--- config.mk ---
export PLATFORM = sky130hd
export DESIGN_NAME = issue_scheduler
export DESIGN_NICKNAME = d
export VERILOG_FILES = /design/src/rtl/issue_scheduler.sv
export SDC_FILE = /design/constraint.sdc
export NUM_CORES = 1
export LEC_CHECK = 0
export ABC_AREA = 1
export BUFFER_PORTS_ARGS = -buffer_cell sky130_fd_sc_hd__buf_2
export CAP_MARGIN = 20
export CORE_MARGIN = 1
export CORE_UTILIZATION = 43
export CTS_CLUSTER_SIZE = 16
export DETAILED_ROUTE_END_ITERATION = 8
export PLACE_DENSITY_LB_ADDON = 0.25
export SLEW_MARGIN = 20
export SYNTH_ARGS = -nofsm -noshare
export SYNTH_HDL_FRONTEND = slang
export SYNTH_SLANG_ARGS = --single-unit
--- constraint.sdc ---
create_clock -name clk -period 3.05 [get_ports clk]
set_clock_uncertainty 0.1 [all_clocks]
set_input_delay 0.4575 -clock clk [delete_from_list [all_inputs] [get_ports clk]]
set_output_delay 0.4575 -clock clk [all_outputs]
set_load 0.01 [all_outputs]
--- src/rtl/issue_scheduler.sv ---
// In-order single-issue scheduler: register scoreboard, memory-op limit and control serialization.
// Define ISU_WB_BYPASS_EN to let a same-cycle writeback clear hazards before the issue check.
module issue_scheduler #(
    parameter int unsigned MEM_MAX = 2
) (
    input  logic        clk,
    input  logic        rst,
    input  logic        IFQ_empty,
    output logic        IFQ_rden,
    input  logic [4:0]  DU_rs1,
    input  logic [4:0]  DU_rs2,
    input  logic [4:0]  DU_rd,
    input  logic        DU_rs1_valid,
    input  logic        DU_rs2_valid,
    input  logic        DU_regwrite,
    input  logic        DU_j,
    input  logic        DU_br,
    input  logic        DU_memread,
    input  logic        DU_memwrite,
    input  logic        EX_ready,
    output logic        ISU_issue,
    input  logic        WB_valid,
    input  logic [4:0]  WB_rd,
    input  logic        MEM_done,
    input  logic        BR_resolve,
    input  logic        BR_flush,
    output logic [31:0] ISU_busy,
    output logic        ISU_state
);

    typedef enum logic {StRun = 1'b0, StWaitCtrl = 1'b1} state_e;

    state_e      state_q, state_d;
    logic [31:0] busy_q, busy_d;
    logic [2:0]  cnt_q, cnt_d;

    logic [31:0] wb_clr;
    logic [31:0] haz_busy;
    logic        raw, waw, memblk, is_mem, issue;
    logic        cnt_inc, cnt_dec;

    assign wb_clr = (WB_valid && WB_rd != 5'd0) ? (32'd1 << WB_rd) : 32'd0;

`ifdef ISU_WB_BYPASS_EN
    assign haz_busy = busy_q & ~wb_clr;
`else
    assign haz_busy = busy_q;
`endif

    assign raw = (DU_rs1_valid && DU_rs1 != 5'd0 && haz_busy[DU_rs1]) ||
                 (DU_rs2_valid && DU_rs2 != 5'd0 && haz_busy[DU_rs2]);
    assign waw    = DU_regwrite && haz_busy[DU_rd];
    assign is_mem = DU_memread || DU_memwrite;
    assign memblk = is_mem && (cnt_q == 3'(MEM_MAX));

    assign issue = !rst && (state_q == StRun) && !IFQ_empty && EX_ready &&
                   !raw && !waw && !memblk && !BR_flush;

    assign ISU_issue = issue;
    assign IFQ_rden  = issue;
    assign ISU_busy  = busy_q;
    assign ISU_state = (state_q == StWaitCtrl);

    always_comb begin
        // Clear first so a same-index set in this cycle wins.
        busy_d = busy_q & ~wb_clr;
        if (issue && DU_regwrite && DU_rd != 5'd0) begin
            busy_d[DU_rd] = 1'b1;
        end
        busy_d[0] = 1'b0;
    end

    assign cnt_inc = issue && is_mem;
    assign cnt_dec = MEM_done && (cnt_q != 3'd0);

    always_comb begin
        cnt_d = cnt_q;
        if (cnt_inc && !cnt_dec) begin
            cnt_d = cnt_q + 3'd1;
        end else if (cnt_dec && !cnt_inc) begin
            cnt_d = cnt_q - 3'd1;
        end
    end

    always_comb begin
        state_d = state_q;
        unique case (state_q)
            StRun: begin
                if (issue && (DU_j || DU_br)) begin
                    state_d = StWaitCtrl;
                end
            end
            StWaitCtrl: begin
                if (BR_resolve || BR_flush) begin
                    state_d = StRun;
                end
            end
            default: state_d = StRun;
        endcase
    end

    always_ff @(posedge clk) begin
        if (rst) begin
            state_q <= StRun;
            busy_q  <= 32'd0;
            cnt_q   <= 3'd0;
        end else begin
            state_q <= state_d;
            busy_q  <= busy_d;
            cnt_q   <= cnt_d;
        end
    end

endmodule

### After elaboration in Yosys (flattened, before gate mapping)

Cells that the tools add are included.

* equality and inequality tests: 1
* shift operators: 1
* order comparisons: 4
* muxes and demuxes: 15
* bitwise gates (word level): 4
* add/subtract/negate cells: 2
* reductions and logical operators: 40

Operators with widths (count)
* 32-bit 2-to-1 mux: 2
* 32-bit bitwise AND: 1
* 32-bit inverter: 1
* 32-bit OR: 1
* 1-bit by 5-bit << shifter with 32-bit output (first input constant): 1
* 1-bit logical AND: 22
* 5-bit nonzero test: 4
* 5-bit by 6-bit less-than comparator with 1-bit output (second input constant): 3
* 1-bit binary-select mux with 5-bit select: 3
* 1-bit logical NOT: 8
* 1-bit 2-to-1 mux: 6
* 3-bit 2-to-1 mux: 2
* 1-bit demux with 5-bit select: 1
* 5-bit by 1-bit greater-or-equal comparator with 1-bit output (second input constant): 1
* 1-bit logical OR: 4
* 3-bit by 1-bit adder with 3-bit output (second input constant): 1
* 3-bit by 2-bit == test with 1-bit output (second input constant): 1
* 3-bit nonzero test: 1
* 3-bit by 1-bit subtractor with 3-bit output (second input constant): 1
* 1-bit one-hot mux with 2 select lines: 1
* 2-bit nonzero test: 1
* 1-bit inverter: 1

* word-level logic and storage cells: 71
* output and inout bits: 35
* input bits: 35
* register bits: 36

### Depth between registers and ports, before layout

* depth in word-level cells: 14
* depth in mapped cells: 23
* mapped depth without buffers: 21

### Worst setup path after synthesis

OpenSTA, ideal clock, no wires.

* path type: input port to flip-flop
* start: input DU_rd[1]
* end: register cnt_q[2]
* path slack: 0.204 ns
* library setup time: 0.058 ns
* cell stages on the path: 22
* required time: 2.892 ns
* arrival time: 2.689 ns
* cells stage by stage: buf_4 > inv_2 > buf_6 > nand3_1 > nand3_1 > nand2_1 > nand2_1 > nor2_1 > nand2_1 > nand2_1 > nand2_2 > nor2_4 > buf_6 > nand2_1 > nor2_1 > ha_1 > inv_1 > fa_1 > a21oi_1 > o21ai_0 > a21oi_1 > o21a_1

* word-level cells in the longest chain between the ends: 11
* elaborated cells between the ends (all ways): 13
* those cells by class: mux (3); reduce/logical (10)

RTL lines
* start, declared: RTL line 12 `input logic [4:0] DU_rd,`
* 1-bit binary-select mux with 5-bit select (*): RTL line 52 `assign waw = DU_regwrite && haz_busy[DU_rd];`
* 1-bit 2-to-1 mux (not written as such) (*): RTL line 52
* 1-bit logical AND (*): RTL line 52
* 1-bit logical NOT (*): RTL line 57 `!raw && !waw && !memblk && !BR_flush;`
* 1-bit logical AND (*) (3 in series): RTL line 57
* 1-bit logical AND (*): RTL line 73 `assign cnt_inc = issue && is_mem;`
* 1-bit logical NOT: RTL line 80 `end else if (cnt_dec && !cnt_inc) begin`
* 1-bit logical AND: RTL line 80
* 2-bit nonzero test (no line)
* end signal, assigned: RTL line 110 `cnt_q <= cnt_d;`
* end, declared: RTL line 35 `logic [2:0] cnt_q, cnt_d;`

Mark *: on every way between the ends. The rest lies on a longest branch, timed or not. The select of a mux whose other input is x is not followed.
A chain may end at the register's enable or synchronous reset.

### Final worst setup path

* start: input DU_rs2[0]
* end: register cnt_q[2]

* word-level cells in the longest chain between the ends: 13
* elaborated cells between the ends (all ways): 17
* those cells by class: mux (3); reduce/logical (14)

RTL lines
* start, declared: RTL line 11 `input logic [4:0] DU_rs2,`
* 1-bit binary-select mux with 5-bit select / 5-bit nonzero test (equally long branches): RTL line 51 `(DU_rs2_valid && DU_rs2 != 5'd0 && haz_busy[DU_rs2]);`
* 1-bit 2-to-1 mux (not written as such) / 1-bit logical AND (equally long branches): RTL line 51
* 1-bit logical AND (*): RTL line 51
* 1-bit logical OR (*): RTL line 50 `assign raw = (DU_rs1_valid && DU_rs1 != 5'd0 && haz_busy[DU_rs1]) ||`
* 1-bit logical NOT (*): RTL line 57
* 1-bit logical AND (*): RTL line 56 `assign issue = !rst && (state_q == StRun) && !IFQ_empty && EX_ready &&`
* 1-bit logical AND (*) (3 in series): RTL line 57
* 1-bit logical AND (*): RTL line 73
* 1-bit logical NOT: RTL line 80
* 1-bit logical AND: RTL line 80
* 2-bit nonzero test (no line)

Marked as above.

==> impl_metrics.tcl <==
set metrics [dict create \
    antenna_violations_before_repair 0 \
    post_dp_cell_area_sq_um 3290 \
    place_worst_setup_slack_ns -0.0300 \
    ys_types 27 \
    cts.reportedPaths.clkPinSlew_ns 0.07 \
    timing.critical_path.required_ns 3.14 \
    min-delay-path-class "input port to register" \
    detail_route.wl_per_cell_um 16.0 \
    routed_wirelength_um 10500 \
    post_synth_mux_area_share 0 \
    fin_crit_ns 2.76 \
    dieArea_sq_um 7240 \
    initial_core_util 0.457 \
    gr-total-overflow 0 \
    tritoncts.num_buffers 5 \
    post-cts-setup-buffer-count 0 \
    static-leakage-power_uw 0.00156 \
    flow.area_growth_from_synthesis_pct 14.4 \
    pin_count_of_the_biggest_net_entering_global_routing 36 \
    netlist.area_leader.share 0.236 \
    yosys.area_share.xor_xnor 0 \
    synthTopCellsByCount "sky130_fd_sc_hd__nand2_1 (150), sky130_fd_sc_hd__inv_1 (57), sky130_fd_sc_hd__nor2_1 (56), sky130_fd_sc_hd__a21oi_1 (49), sky130_fd_sc_hd__o21ai_0 (41)" \
    maxCapViolCount 0 \
    synthesized_nets 560 \
    clock_tree.root_cell "sky130_fd_sc_hd__clkbuf_8" \
    synth-main-ff-cell "sky130_fd_sc_hd__dfxtp_1" \
    global_route.usage.total 0.295 \
    detailedRoute.firstIterationViolations 312 \
    die_height_um 85.1 \
    final_core_util 0.523 \
    synth_simple_gate_area_frac 0.418 \
    adder_cell_share_of_the_synthesized_area 0.0110 \
    io_count 70 \
    synth-warning-count 0 \
    yosysTopAreaCell "sky130_fd_sc_hd__dfxtp_1" \
    gpl.final_weighted_congestion 0.995 \
    report.final.hold_viol_count 0 \
    global_route_wire_length_before_repair_um 16800 \
    num-fill-cells 694 \
    drtPass1Iterations 5 \
    setup_viol_count_final 0 \
    max-clock-path-buffers 2 \
    critical_path_arrival_ns 2.85 \
    synth-compound-area-share 0.194 \
    rows 29 \
    run_status "finished, final reports clean" \
    num_antenna_cells 0 \
    synth_top_family_by_area "simple AND/OR/NAND/NOR gates" \
    tightestPinTransition_ns 0.911 \
    post_route_cells_drive_above_1_share 0.162 \
    ys_ff_latch 35 \
    place_hpwl_um 7840 \
    clock.fmax_ghz 0.362 \
    final_antenna_net_count 0 \
    clock_latency_at_the_later_pin_of_the_worst_skew_pair_ns 0.29 \
    synthesis.area_per_instance_sq_um 5.67 \
    chipWidth_um 85.1 \
    cp-start-kind "input port" \
    slew_headroom 0.392 \
    routed-via-count 3793 \
    postCtsHoldBufs 0 \
    port_buffers 68 \
    worstSetupEndpointType "register" \
    dp_cells 648 \
    power.density_nw_per_um2 339 \
    routed_via_density 5.78 \
    synthTopCellsByArea "sky130_fd_sc_hd__dfxtp_1 (24%), sky130_fd_sc_hd__nand2_1 (19%), sky130_fd_sc_hd__a21oi_1 (8.3%), sky130_fd_sc_hd__inv_1 (7.2%), sky130_fd_sc_hd__nor2_1 (7.1%)" \
    finalMaxSlewViolations 0 \
    seq_area_frac_synth 0.236 \
    stdcell_count 656 \
    core_area_sq_um 6490 \
    cts_tree "yes" \
    netlist_area_sq_um 2970 \
    post-route-worst-setup-slack_ns 0.285 \
    synth_most_common_cell "sky130_fd_sc_hd__nand2_1" \
    first_global_vias 3369 \
    post-layout-total-power_uw 1150 \
    synth-edff-count 0 \
    final.period_utilization 0.907 \
    drc 0 \
    critPathKind "input port to register" \
    post_cts_resized 0 \
    number_of_nets_at_the_end_of_the_flow 615 \
    ffs_w_async_s_r_synth 0 \
    htreeDepth 2 \
    max-vdd-ir-drop_mv 0.326 \
    stdcell_area_sq_um 3390 \
    clock_sinks 35 \
    critical_path.max_fanout 16 \
    synthesized_instance_count 523 \
    grt_setup_unrepaired "false" \
]
[cell usage in the layout, fill, tap and decap left out]
| cell type | Yosys | final |
|---|---|---|
| sky130_fd_sc_hd__nor2_1 | 56 | 56 |
| sky130_fd_sc_hd__clkinvlp_4 | 0 | 1 |
| sky130_fd_sc_hd__conb_1 | 1 | 1 |
| sky130_fd_sc_hd__nand2_1 | 150 | 150 |
| sky130_fd_sc_hd__nor2_4 | 1 | 1 |
| sky130_fd_sc_hd__a21boi_1 | 1 | 1 |
| sky130_fd_sc_hd__inv_1 | 57 | 56 |
| sky130_fd_sc_hd__o31ai_1 | 4 | 4 |
| sky130_fd_sc_hd__nor3_1 | 17 | 17 |
| sky130_fd_sc_hd__buf_12 | 0 | 1 |
| sky130_fd_sc_hd__buf_2 | 7 | 68 |
| sky130_fd_sc_hd__o2111a_1 | 1 | 1 |
| sky130_fd_sc_hd__ha_1 | 1 | 1 |
| sky130_fd_sc_hd__clkbuf_8 | 0 | 7 |
| sky130_fd_sc_hd__dfxtp_1 | 35 | 35 |
| sky130_fd_sc_hd__nor2_2 | 1 | 1 |
| sky130_fd_sc_hd__nand4_1 | 32 | 32 |
| sky130_fd_sc_hd__clkbuf_1 | 7 | 1 |
| sky130_fd_sc_hd__fa_1 | 1 | 1 |
| sky130_fd_sc_hd__inv_2 | 4 | 4 |
| sky130_fd_sc_hd__o21ai_0 | 41 | 40 |
| sky130_fd_sc_hd__a21oi_1 | 49 | 49 |
| sky130_fd_sc_hd__nand2_2 | 1 | 1 |
| sky130_fd_sc_hd__nand3_1 | 28 | 28 |
| sky130_fd_sc_hd__o21a_1 | 1 | 1 |
| sky130_fd_sc_hd__or2_2 | 3 | 3 |
| sky130_fd_sc_hd__o211ai_1 | 7 | 7 |
| sky130_fd_sc_hd__buf_4 | 9 | 7 |
| sky130_fd_sc_hd__o21ai_1 | 3 | 4 |
[report_power, final]
part           leakage (uW)  internal [uW]  total, uW  switching [uW]
combinational       0.00123           91.2        281             189
clock             0.0000515            206        380             173
sequential         0.000282            473        489            16.5
[metal layers]
metal  part of all wire  vias up  track usage
met3              0.082       36       0.0302
met4              0.036        0        0.128
li1                   -     1835            -
met5                  0        -            0
met1               0.41     1708        0.384
met2               0.47      214        0.496
[final cells by class]
cell class	count	area, sq um	share of cell area
timing repair buffer	76	413	0.122
tap	77	96.3	0.0284
clock buffer	8	100	0.0295
inverter	61	233	0.0686
sequential	35	701	0.206
multi-input combinational	399	1850	0.546
[metrics by stage]
step	hold slack (ns)	setup TNS (ns)
2_1_floorplan	0.386	0
3_3_place_gp	0.375	0
3_5_place_dp	0.379	-0.0300
4_1_cts	0.310	0
5_1_grt	0.335	0
6_report	0.312	0
[path summary, 6_finish.rpt]
check | depth (start not counted) | start | slack (ns) | endpoint
setup / recovery | 19 | DU_rs2[0] | 0.29 | cnt_q[2]
hold reg to reg | 2 | ISU_state | 0.38 | ISU_state
setup reg to reg | 17 | ISU_busy[2] | 0.34 | cnt_q[2]
hold / removal | 4 | BR_resolve | 0.31 | ISU_state
[flip-flops by register name, indices dropped and copies added (netlist names)]
signal / flops
ISU_busy: 31
cnt_q: 3
ISU_state: 1
[logic make-up after synthesis]
| kind of cell | Yosys count |
|---|---|
| AO/OA/AOI/OAI | 107 |
| AND/OR/NAND/NOR | 289 |
| adder cells (fa/ha/maj) | 2 |
| buffers and inverters | 89 |
| flip-flops | 35 |
| other | 1 |
[worst max-delay path, cell delays in order]
cell	delay [ns]
sky130_fd_sc_hd__buf_2	0.27
sky130_fd_sc_hd__clkinvlp_4	0.26
sky130_fd_sc_hd__nand2_1	0.11
sky130_fd_sc_hd__nand3_1	0.07
sky130_fd_sc_hd__nand3_1	0.08
sky130_fd_sc_hd__nand2_1	0.05
sky130_fd_sc_hd__nor2_1	0.11
sky130_fd_sc_hd__nor2_1	0.06
sky130_fd_sc_hd__nor2_1	0.26
sky130_fd_sc_hd__nor2_4	0.07
sky130_fd_sc_hd__nand2_1	0.09
sky130_fd_sc_hd__nor2_1	0.05
sky130_fd_sc_hd__ha_1	0.19
sky130_fd_sc_hd__inv_1	0.11
sky130_fd_sc_hd__fa_1	0.22
sky130_fd_sc_hd__a21oi_1	0.07
sky130_fd_sc_hd__o21ai_1	0.11
sky130_fd_sc_hd__a21oi_1	0.09
sky130_fd_sc_hd__o21a_1	0.11
Note: power is estimated with default switching activity, not from simulation.
